--- src/rtl/req_arbiter.sv ---
// req_arbiter: shares one resource among N requesters.
// In IDLE, picks a winner from req and registers a one-hot grant plus its
// index. The grant is held until the owner asserts done, drops its request,
// or the hold timeout expires. Every release passes through IDLE, so there
// is always at least one gnt=0 cycle between two owners.
//
// Ports:
//   clk      - system clock, rising edge
//   rst_n    - asynchronous active-low reset
//   req      - level-sensitive request vector, bit i = requester i
//   done     - current owner releases the resource this cycle
//   gnt      - registered one-hot grant
//   gnt_id   - binary index of the current owner (valid when gnt_vld=1)
//   gnt_vld  - a grant is active (OR of gnt)
//   timeout  - one-cycle pulse in the first idle cycle after a forced release
//
// Optional build macro: REQ_ARBITER_ROUND_ROBIN_EN
//   defined   - rotating priority; search starts at last_id-1 and goes down,
//               wrapping from 0 to N-1
//   undefined - fixed priority; the highest set bit of req wins
module req_arbiter #(
  parameter int unsigned N        = 8,
  parameter int unsigned IDW      = 3,
  parameter int unsigned MAX_HOLD = 16,
  parameter int unsigned CNT_W    = 5
) (
  input  logic           clk,
  input  logic           rst_n,
  input  logic [N-1:0]   req,
  input  logic           done,
  output logic [N-1:0]   gnt,
  output logic [IDW-1:0] gnt_id,
  output logic           gnt_vld,
  output logic           timeout
);

  typedef enum logic {
    IDLE  = 1'b0,
    GRANT = 1'b1
  } state_t;

  state_t         state_q, state_d;
  logic [N-1:0]   gnt_q, gnt_d;
  logic [IDW-1:0] gnt_id_q, gnt_id_d;
  logic [CNT_W-1:0] hold_cnt_q, hold_cnt_d;
  logic           timeout_q, timeout_d;
  logic [IDW-1:0] win_id;

`ifdef REQ_ARBITER_ROUND_ROBIN_EN
  logic [IDW-1:0] last_id_q, last_id_d;
  logic           found;
  int unsigned    idx;

  // Walk downward from last_id-1; the previous owner is visited last.
  always_comb begin
    win_id = '0;
    found  = 1'b0;
    idx    = 0;
    for (int unsigned i = 1; i <= N; i++) begin
      idx = (32'(last_id_q) + N - i) % N;
      if (!found && req[IDW'(idx)]) begin
        win_id = IDW'(idx);
        found  = 1'b1;
      end
    end
  end
`else
  // Later iterations override earlier ones, so the highest set bit wins.
  always_comb begin
    win_id = '0;
    for (int unsigned i = 0; i < N; i++) begin
      if (req[IDW'(i)]) begin
        win_id = IDW'(i);
      end
    end
  end
`endif

  always_comb begin
    state_d    = state_q;
    gnt_d      = gnt_q;
    gnt_id_d   = gnt_id_q;
    hold_cnt_d = hold_cnt_q;
    timeout_d  = 1'b0;
`ifdef REQ_ARBITER_ROUND_ROBIN_EN
    last_id_d  = last_id_q;
`endif
    case (state_q)
      IDLE: begin
        if (|req) begin
          state_d        = GRANT;
          gnt_d          = '0;
          gnt_d[win_id]  = 1'b1;
          gnt_id_d       = win_id;
          hold_cnt_d     = CNT_W'(1);
`ifdef REQ_ARBITER_ROUND_ROBIN_EN
          last_id_d      = win_id;
`endif
        end
      end
      GRANT: begin
        // Normal release is checked first so it masks a coincident timeout.
        if (!req[gnt_id_q] || done) begin
          state_d    = IDLE;
          gnt_d      = '0;
          gnt_id_d   = '0;
          hold_cnt_d = '0;
        end else if ((MAX_HOLD != 0) && (hold_cnt_q == CNT_W'(MAX_HOLD))) begin
          state_d    = IDLE;
          gnt_d      = '0;
          gnt_id_d   = '0;
          hold_cnt_d = '0;
          timeout_d  = 1'b1;
        end else if ((MAX_HOLD != 0) && (hold_cnt_q != '1)) begin
          hold_cnt_d = hold_cnt_q + CNT_W'(1);
        end
      end
      default: begin
        state_d    = IDLE;
        gnt_d      = '0;
        gnt_id_d   = '0;
        hold_cnt_d = '0;
      end
    endcase
  end

  always_ff @(posedge clk or negedge rst_n) begin
    if (!rst_n) begin
      state_q    <= IDLE;
      gnt_q      <= '0;
      gnt_id_q   <= '0;
      hold_cnt_q <= '0;
      timeout_q  <= 1'b0;
    end else begin
      state_q    <= state_d;
      gnt_q      <= gnt_d;
      gnt_id_q   <= gnt_id_d;
      hold_cnt_q <= hold_cnt_d;
      timeout_q  <= timeout_d;
    end
  end

`ifdef REQ_ARBITER_ROUND_ROBIN_EN
  always_ff @(posedge clk or negedge rst_n) begin
    if (!rst_n) begin
      last_id_q <= IDW'(N - 1);
    end else begin
      last_id_q <= last_id_d;
    end
  end
`endif

  assign gnt     = gnt_q;
  assign gnt_id  = gnt_id_q;
  assign gnt_vld = |gnt_q;
  assign timeout = timeout_q;

endmodule

--- config.mk ---
export PLATFORM = sky130hd
export DESIGN_NAME = req_arbiter
export DESIGN_NICKNAME = d
export VERILOG_FILES = /design/src/rtl/req_arbiter.sv
export SDC_FILE = /design/constraint.sdc
export NUM_CORES = 1
export LEC_CHECK = 0
export CAP_MARGIN = 20
export CORE_MARGIN = 3
export CORE_UTILIZATION = 51
export CTS_BUF_LIST = sky130_fd_sc_hd__clkbuf_4
export CTS_CLUSTER_DIAMETER = 200
export DETAILED_ROUTE_END_ITERATION = 10
export PLACE_DENSITY = 0.81
export SYNTH_ARGS = -nofsm -noshare
export SYNTH_HDL_FRONTEND = slang
export SYNTH_SLANG_ARGS = --single-unit
--- constraint.sdc ---
create_clock -name clk -period 2.2 [get_ports clk]
set_input_delay 0.44 -clock clk [delete_from_list [all_inputs] [get_ports clk]]
set_output_delay 0.44 -clock clk [all_outputs]
set_load 0.005 [all_outputs]
* Yosys cells after proc, flatten, opt, wreduce, memory -nomap -nowiden *
Index checks and enable logic that the tools add are counted.
Widths: inputs -> output; s select.

storage, ports and cells
  register bits after elaboration = 18
  bits in latches = 0
  bits in writable memories = 0
  bits in read-only memories = 0
  bits of input ports = 11
  output and inout bits = 13
  word-level logic and storage cells = 53
  memories = 0

operators by class
  add/subtract/negate cells = 1
  $mul = 0
  div/mod/pow operators = 0
  magnitude comparators = 3
  equal/unequal tests = 5
  shift operators = 0
  muxes and demuxes = 31
  bitwise logic cells = 1
  reduce and logical (&&, ||, !) cells = 7

operator list
  operator             count
  $mux 8               3
  $mux 3               7
  $mux 5               4
  $pmux 8 s2           1
  $reduce_or 8->1      2
  $pmux 5 s2           1
  $mux 1               9
  $lt 3x4->1 const B   2
  $pmux 3 s2           1
  $add 5x1->5 const B  1
  $eq 5x5->1 const B   1
  $ne 5x5->1 const B   1
  $mux 2               2
  $ne 4x1->1 const B   1
  $reduce_and 2->1     2
  $bmux 1 s3           1
  $demux 1 s3          1
  $ge 3x1->1 const B   1
  $ne 3x1->1 const B   1
  $ne 2x2->1 const B   1
  $pmux 1 s2           1
  $logic_and 1x1->1    1
  $logic_not 1->1      1
  $logic_or 1x1->1     1
  $not 1->1            1

* Logic depth before layout (Yosys ltp) *
Gate-level depths: netlist of run 1.

  word-level depth = 13
  mapped depth = 9
  gate-level depth less buffers = 7

* Worst setup path after synthesis of run 1 *
No wires, ideal clock.

  kind = flip-flop to flip-flop
  from = register gnt_id_q[0], in the netlist gnt_id[0]
  to = register gnt_q[6], in the netlist gnt[6]
  arrival time = 1.523 ns
  data required time = 2.080 ns
  setup slack = 0.557 ns
  stages on the path, launching flop included = 7
  buffers on the path = 2
  cells stage by stage = dfrtp_1 -> buf_6 -> mux2_2 -> a2bb2o_2 -> o31ai_4 -> buf_6 -> a22o_4

between the ends
  word-level cells in the longest chain between the ends = 6
  elaborated cells on any way between the ends = 8

RTL lines
  element                                                line  source
  from (decl)                                            44    logic [IDW-1:0] gnt_id_q, gnt_id_d;
  from (signal assigned)                                 137   gnt_id_q <= gnt_id_d;
  $bmux 1 s3 (*)                                         103   if (!req[gnt_id_q] || done) begin
  $mux 1 (not written as such) (*)                       103
  $logic_not 1->1 (*)                                    103
  $logic_or 1x1->1 (*)                                   103
  $mux 8 / $ne 3x1->1 (equally long branches)            n/a
  $pmux 8 s2 / $reduce_and 2->1 (equally long branches)  n/a
  to (signal assigned)                                   136   gnt_q <= gnt_d;
  to (decl)                                              43    logic [N-1:0] gnt_q, gnt_d;

Every way passes the cells marked *; elsewhere a longest branch is shown, timed or not. The select of a mux whose other input is x is not followed.
A chain may end at the register's enable or synchronous reset.

* Final worst setup path of run 1 *
  from = register gnt_q[5], in the netlist gnt[5]
  to = output gnt_vld

between the ends
  word-level cells in the longest chain between the ends = 1

RTL lines
  element          line  source
  $reduce_or 8->1  155   assign gnt_vld = |gnt_q;
  to (decl)        33    output logic gnt_vld,

No other way between the ends.

==> reports/results.txt, run 1 <==
The flow ran to the end, and the final reports show no timing, DRC or antenna violations. The worst setup path is captured at an output pin. The floorplan step defined a die boundary enclosing 0.00264 mm2.

After clock tree synthesis, the clock-pin slew on the worst setup and hold paths is 100 ps. For this run, the leading register cell type out of synthesis is sky130_fd_sc_hd__dfrtp_1. Once the clock tree was built, the resizer swapped 0 gates to a different size. Along the worst path, the maximum fanout reaches 3. The run gives 1930 um as the HPWL after detailed placement.

After synthesis, the cell types taking the most area are sky130_fd_sc_hd__dfrtp_1, sky130_fd_sc_hd__nand2_1, sky130_fd_sc_hd__ha_1. Placer's final routability congestion estimate: 0.918. The max-slew violation count was 0; the post-synthesis net count was 124. At the worst endpoint, the required time is 1760 ps. During I/O placement, the number of pins put on the boundary was 24. The kind of launch point of the worst setup path was a register. Dividing the detail-routed wire length by the instance count gives 14.7 um.

The Yosys step of the flow raised 0 warnings. After global routing, the most crowded layer is met2. Max-cap violations in this run came to 0. The logs give 110 for the cell count after synthesis and 0.0408 for the met3 capacity usage during global routing.

The depth of the worst register-to-register path works out to 5. Power per standard cell area: 876 mW/mm2. The tools report the headroom to the max-slew limit as 0.671. Once the clock tree was built, the setup fixing pass inserted 0 buffers.

The via count of the first global-routing pass is 922, and the die outline width is 51.4 um. For the initial core utilization, the log shows 0.572. For the combinational power share, the log shows 0.435. Setup repair after global routing left no endpoint under its margin. The tools report the share of the yosys chip area belonging to registers as 0.428. Post-synthesis average cell area: 9.57 um2. The tightest min-delay check is of the in -> async type.

The fraction of layout cells with a size suffix above 1 came out at 0.148. Cell type of the slowest stage on the worst timing path: sky130_fd_sc_hd__clkdlybuf4s50_1. The commonest cells after synthesis are sky130_fd_sc_hd__dfrtp_1, sky130_fd_sc_hd__nand2_1, sky130_fd_sc_hd__nor2_1, sky130_fd_sc_hd__inv_1. The synthesized netlist occupies a cell area of 0.00105 mm2. The insertion delay of the later-clocked pin in the worst-skew pair was 300 ps.

At the pin with the least slew margin, the transition time is 493 ps. The fraction of post-synthesis cell area in the top cell type by area came out at 0.428. The run gives 0 as the number of endpoints with negative hold slack in the final report.

The layout has 145 filler cells. The shortest period the worst path allows is 2060 ps, and the largest buffer count on any clock path is 2. The tools report the number of nets with antenna violations after routing as 0. The hold slack is 451 ps.

Cell internal power was estimated by the tool at 750 uW. For the proportion of power drawn by the clock network, the log shows 0.143. Of all cell types, the one taking the most synthesized area is sky130_fd_sc_hd__dfrtp_1. The worst path buffer plus inverter count was 1. The via count normalized by instance count works out to 5.72. Data on the critical path arrives at its endpoint at 1620 ps. The run gives 4210 um as the first-pass GRT wire length. After floorplanning, the core was sized to cover 0.00184 mm2. Setup total negative slack on the finished layout was measured at 0 ps. The share of the core filled with cells was 0.749. The tools report the total congestion overflow after global routing as 0. For the final database, setup skew stands at 5.90 ps. The logs give 18 for the CTS sink count and 450 um2 for the sequential standard cell area.

Layout overhead on the synthesized area: 30.9%. Once placement finished, the instance area stood at 0.00135 mm2. After detailed routing, the number of remaining DRC violations is 0. The quantity of I/O buffers inserted on ports is 23, and the number of design-rule violations left by the first detailed-router iteration is 22. Based on the critical path, the design can be clocked at up to 485 MHz. CTS placed an instance of sky130_fd_sc_hd__clkbuf_4 at the clock tree root. The static leakage power is 0.000585 uW. The critical path goes through nor4_1, nand2_1, clkdlybuf4s50_1. 0 antenna diodes ended up in the layout. The run gives 39 as the distinct cell type count after synthesis. The logs give 553 um2 for the multi-input logic area and 0.00138 mm2 for the final cell area excluding filler cells.

In this run, CTS created clock tree buffers numbering 3. The delay of the slowest cell on the worst path was 460 ps; the largest voltage drop on the vdd net was 0.000556 V. The floorplan has 15 rows.

The setup-violating endpoint count in the final report is 0, and the number of nets in the final layout is 157. In this run the number of cells on the critical path is 3. For this design, the CTS-stage hold fixing added 0 buffers. The share of flip-flops with an asynchronous set or reset is 1.00, and the die outline height is 51.4 um. Initial antenna violation count: 0.

The cell family contributing the most delay on the critical path is buffers and inverters. The flip-flop and latch count after synthesis is 18, and the portion of the clock cycle consumed by the worst path in the final layout is 0.938. The pin count of the biggest net entering global routing was 19; the met2 usage in global routing was 0.328. The critical path is of the reg -> out type.

The register share of total power is 0.421, and the overall routing resource usage is 0.213. Summed over all nets, the switching power comes to 457 uW. The synthesized design contains 0 enable-type register cells. The number of H-tree levels is 1. sky130_fd_sc_hd__dfrtp_1 is the most common cell in the netlist.

TritonCTS built the clock tree. For this block, the via count after detailed routing is 956. The net switching share of the total power works out to 0.378.

For this block, the routed nets add up to 2450 um of wire. The run gives 0.295 as the met1 routing resource usage after global routing. The first-pass detailed-route iteration total is 4.
metal layers:
metal | share of wire | vias to the layer above
li1 | - | 469
met1 | 0.47 | 451
met2 | 0.45 | 29
met3 | 0.059 | 7
met4 | 0.019 | 0
met5 | 0 | -
power by group through the flow:
stage          clock, uW  combinational, uW  sequential, uW
2_1_floorplan          0                359             478
3_5_place_dp           0                525             515
5_1_grt              190                577             527
6_report             173                526             508
4_1_cts              173                526             509
3_3_place_gp           0                512             510
metrics by stage:
step	setup slack, ps	power [uW]	cells
after global routing	47.7	1290	167
after global placement	-25.2	1020	163
after CTS	139	1210	167
final	136	1210	167
after floorplan	557	837	110
after detailed placement	-103	1040	163
registers in the layout, indices dropped and copies added (netlist names):
register / cells
timeout: 1
state_q: 1
gnt_id: 3
gnt: 8
hold_cnt_q: 5
path summary, 6_finish.rpt:
| path | slack [ps] | endpoint | startpoint |
|---|---|---|---|
| max in group asynchronous | 1550 | gnt[2]$_DFFE_PN0P_ | rst_n |
| setup reg to reg | 330 | gnt[2]$_DFFE_PN0P_ | gnt_id[0]$_DFFE_PN0P_ |
| setup / recovery | 140 | gnt_vld | gnt[5]$_DFFE_PN0P_ |
| hold reg to reg | 520 | gnt[0]$_DFFE_PN0P_ | gnt[0]$_DFFE_PN0P_ |
| hold / removal | 450 | hold_cnt_q[0]$_DFFE_PN0P_ | rst_n |
| min in group clk | 520 | gnt[0]$_DFFE_PN0P_ | gnt[0]$_DFFE_PN0P_ |
logic make-up after synthesis:
logic type | synth area share
and+or+nand+nor | 0.238
AOI/OAI and AO/OA | 0.213
DFF | 0.428
buffers and inverters | 0.0464
muxes | 0.0392
adders and majority gates | 0.0357
area by class of cell:
class                      count  area share
sequential                    18       0.327
multi-input combinational     83       0.401
clock inverter                 1     0.00272
clock buffer                   3      0.0163
inverter                       5      0.0136
timing repair buffer          32       0.216
tap                           25      0.0227
layout by cell type (no fill, tap or decap), types with 2 or more instances in the layout:
cell / netlist / final
sky130_fd_sc_hd__nand2_1: 16 / 16
sky130_fd_sc_hd__a32o_1: 2 / 2
sky130_fd_sc_hd__o22ai_1: 3 / 3
sky130_fd_sc_hd__ha_1: 3 / 3
sky130_fd_sc_hd__nor2_1: 9 / 9
sky130_fd_sc_hd__a21oi_1: 4 / 4
sky130_fd_sc_hd__clkdlybuf4s50_1: 0 / 23
sky130_fd_sc_hd__nor2b_1: 2 / 2
sky130_fd_sc_hd__o21ai_0: 4 / 4
sky130_fd_sc_hd__nand3b_1: 2 / 2
sky130_fd_sc_hd__o41ai_1: 2 / 2
sky130_fd_sc_hd__buf_4: 0 / 9
sky130_fd_sc_hd__nor4_1: 3 / 3
sky130_fd_sc_hd__o21ai_1: 2 / 2
sky130_fd_sc_hd__and3_1: 2 / 2
sky130_fd_sc_hd__nor3_1: 3 / 3
sky130_fd_sc_hd__inv_1: 5 / 5
sky130_fd_sc_hd__o21ai_2: 3 / 3
sky130_fd_sc_hd__mux2i_1: 3 / 3
sky130_fd_sc_hd__dfrtp_1: 18 / 18
sky130_fd_sc_hd__clkbuf_4: 0 / 3
sky130_fd_sc_hd__nand4b_1: 2 / 2
Note: power is estimated with default switching activity, not from simulation.
==> run 2, diff against run 1 <==
--- a/config.mk
+++ b/config.mk
@@ -6,12 +6,12 @@
 export NUM_CORES = 1
 export LEC_CHECK = 0
 export CAP_MARGIN = 20
+export CORE_ASPECT_RATIO = 0.5
 export CORE_MARGIN = 3
-export CORE_UTILIZATION = 51
+export CORE_UTILIZATION = 30
 export CTS_BUF_LIST = sky130_fd_sc_hd__clkbuf_4
 export CTS_CLUSTER_DIAMETER = 200
 export DETAILED_ROUTE_END_ITERATION = 10
-export PLACE_DENSITY = 0.81
 export SYNTH_ARGS = -nofsm -noshare
 export SYNTH_HDL_FRONTEND = slang
 export SYNTH_SLANG_ARGS = --single-unit
==> run 2 against run 1 <==
Effect of this change: non-clock buffer count increased by 2; routed wire length rose by 0.90%; power up 0.42%; worst setup slack gained 68 ps; count of clock-buffer cells in the layout unchanged; highest routed layer unchanged.
==> reports/results.txt, run 2 (same netlist as run 1, synthesis figures left out) <==
The run finished with clean final reports. The die outline width came out at 89.8 um (+75%). The slowest stage of the critical path is the sky130_fd_sc_hd__clkdlybuf4s50_1 cell. The placeable core region was 0.00317 mm2 (+72%); the CTS sink count was 18 (unchanged). STA classifies the critical path startpoint as a register.

The fraction of layout cells with a size suffix above 1 was 0.167 (+0.0188). The tools report the largest clock skew in the final design as 9.70 ps (+3.80 ps). The run gives 300 ps (about the same) as the insertion delay of the later-clocked pin in the worst-skew pair. TritonCTS built the clock tree. The worst setup path is of the reg -> out kind. The most common cell after layout, fill and taps aside was sky130_fd_sc_hd__clkdlybuf4s50_1.

The overall routing resource usage is 0.124 (-0.0892), and the initial core utilization is 0.332 (-0.240). The top cell types in the final layout, fill and taps aside, are sky130_fd_sc_hd__clkdlybuf4s50_1, sky130_fd_sc_hd__dfrtp_1, sky130_fd_sc_hd__nand2_1, sky130_fd_sc_hd__buf_4, sky130_fd_sc_hd__nor2_1. The clock-pin slew of the registers on the worst-case setup and hold paths is 110 ps (about the same), and the HPWL after detailed placement is 1960 um (+1.5%).

Kind of end point of the critical path: an output pin. The run gives 188 (+15%) as the placed cell count. The tools report the highest clock frequency the design can meet as 501 MHz (+3.4%). Required time of the critical path: 1760 ps (about the same). The number of H-tree levels was 1 (unchanged).

The power per standard cell area was 849 mW/mm2 (-3.1%); the total congestion overflow after global routing was 0 (unchanged). The critical path arrival is 1560 ps (-60 ps), and the die outline area is 0.00430 mm2 (+63%). The tools report the final total power as 1210 uW (+0.42%).

Quantity of I/O buffers inserted on ports: 23 (unchanged). For the first-pass GRT wire length, the log shows 4080 um (-3.1%). Setup repair after global routing left no endpoint under its margin. The first-pass detailed-route iteration total is 4 (unchanged). The delay of the slowest cell on the worst path works out to 440 ps (-20 ps). The die outline height came out at 47.9 um (-6.9%). The total wirelength of the detailed-routed design is 2470 um (+0.90%). The tools report the filler cell count as 330 (+130%). The run gives 0 (unchanged) as the initial antenna violation count. The switching power came out at 457 uW (about the same).

The portion of the clock cycle consumed by the worst path in the final layout is 0.907 (-0.0309), and the setup-violating endpoint count in the final report is 0 (unchanged). The routed wire length per instance is 12.9 um (-12%). The logs give 31 (+41%) for the number of design-rule violations left by the first detailed-router iteration and 0.676 (+0.00506) for the headroom to the max-slew limit. Static leakage power: 0.000595 uW (+1.8%). The run gives 0.000262 V (-53%) as the largest voltage drop on the vdd net. For the count of unresolved DRC violations after routing, the log shows 0 (unchanged). The tools report the antenna diode count as 0 (unchanged). The number of nets with antenna violations after routing is 0 (unchanged). The flip-flop count of the largest register after layout is 8 (unchanged), and the via count of the first global-routing pass is 826 (-10%). The run gives 3 (unchanged) as the total CTS buffers.

The run gives 0.141 (-0.002) as the proportion of power drawn by the clock network. The worst min-delay path category was in -> async. The worst-margin pin slew came out at 485 ps (-7.60 ps). For the max capacitance violation total, the log shows 0 (unchanged).

Number of endpoints with negative hold slack in the final report: 0 (unchanged). For the register share of total power, the log shows 0.414 (-0.007). The run gives 24 (unchanged) as the count of boundary I/O pins.

Largest fanout on the critical path: 3 (unchanged). In this run the critical register-to-register path is launched from gnt_id[0]$_DFFE_PN0P_. For the post-cts hold buffer count, the log shows 0 (unchanged). The number of nets in the final layout came out at 159 (+1.3%). Compared with the post-synthesis result, the final layout area differs by 35.7%.

The tree is rooted in a sky130_fd_sc_hd__clkbuf_4. The internal cell power is 755 uW (+0.61%). The cell row count was 14 (-1).

Walking the worst path, the cells encountered are nor4_2, nand2_1, clkdlybuf4s50_1. The count of placed standard cells in the final layout, fillers left out was 192 (+15%). The net switching share of the total power is 0.377 (-0.00120).

Shortest period the worst path allows: 2000 ps (-67.9 ps). The largest buffer count on any clock path was 2 (unchanged). The tools report the combinational power share as 0.444 (+0.009). The number of vias in the routed layout was 929 (-2.8%). The placer's final routability congestion estimate was 0.839 (-8.6%).

The tools report the pin count of the biggest net entering global routing as 19 (unchanged). The run gives 0 (unchanged) as the max-slew violation count. The launching instance or port of the critical path was gnt[5]$_DFFE_PN0P_. The via count normalized by instance count came out at 4.84 (-15%).
## run 2: stage by stage
stage               utilization  TNS (ps)  instance area, um2  worst slack, ps  hold slack, ps
global placement          0.440      -455                1400            -54.2             497
finish                    0.450         0                1430              204             458
CTS                       0.448         0                1420              116             466
detailed placement        0.440      -273                1400            -54.2             507
global route              0.450         0                1430             66.8             468
floorplan                     -         0                1050              557             144
## run 2: worst paths after layout
kind	endpoint	slack, ps	depth (start not counted)
setup / recovery	gnt_vld	200	3
max in group asynchronous	state_q$_DFF_PN0_	1530	2
setup reg to reg	gnt[0]$_DFFE_PN0P_	330	5
hold / removal	gnt_id[0]$_DFFE_PN0P_	460	2
min in group clk	gnt[2]$_DFFE_PN0P_	520	2
hold reg to reg	gnt[2]$_DFFE_PN0P_	520	2
## run 2: routing by layer
metal,global-route usage,vias to the layer above,share of wire
met3,0.0283,2,0.028
met2,0.196,18,0.45
met5,0,-,0
met4,0.0366,0,0.0069
li1,-,473,-
met1,0.174,436,0.52
## run 2: cell type report
type	count	area [um2]	area share
Clock inverter	1	3.75	0.00263
Timing Repair Buffer	34	313	0.219
Clock buffer	3	22.5	0.0158
Multi-Input combinational cell	83	559	0.392
Sequential cell	18	450	0.316
Inverter	5	18.8	0.0131
Tap cell	48	60.1	0.0421
## run 2: timing repair
item                                    4_1_cts  5_1_grt
buffers inserted                              0        0
endpoints found under the setup margin        0        1
gates resized for setup                       0        1
## run 2: worst max-delay path, delay by kind of cell, from the launching register on
family	cells	cell delay (ps)
DFF	1	430
buffers and inverters	1	440
and+or+nand+nor	2	380
## run 2: power groups by stage
| stage | Combinational, uW | Sequential, uW | Clock, uW |
|---|---|---|---|
| floorplan | 359 | 478 | 0 |
| global placement | 537 | 503 | 0 |
| detailed placement | 540 | 505 | 0 |
| CTS | 540 | 500 | 182 |
| global route | 606 | 516 | 193 |
| finish | 539 | 502 | 171 |
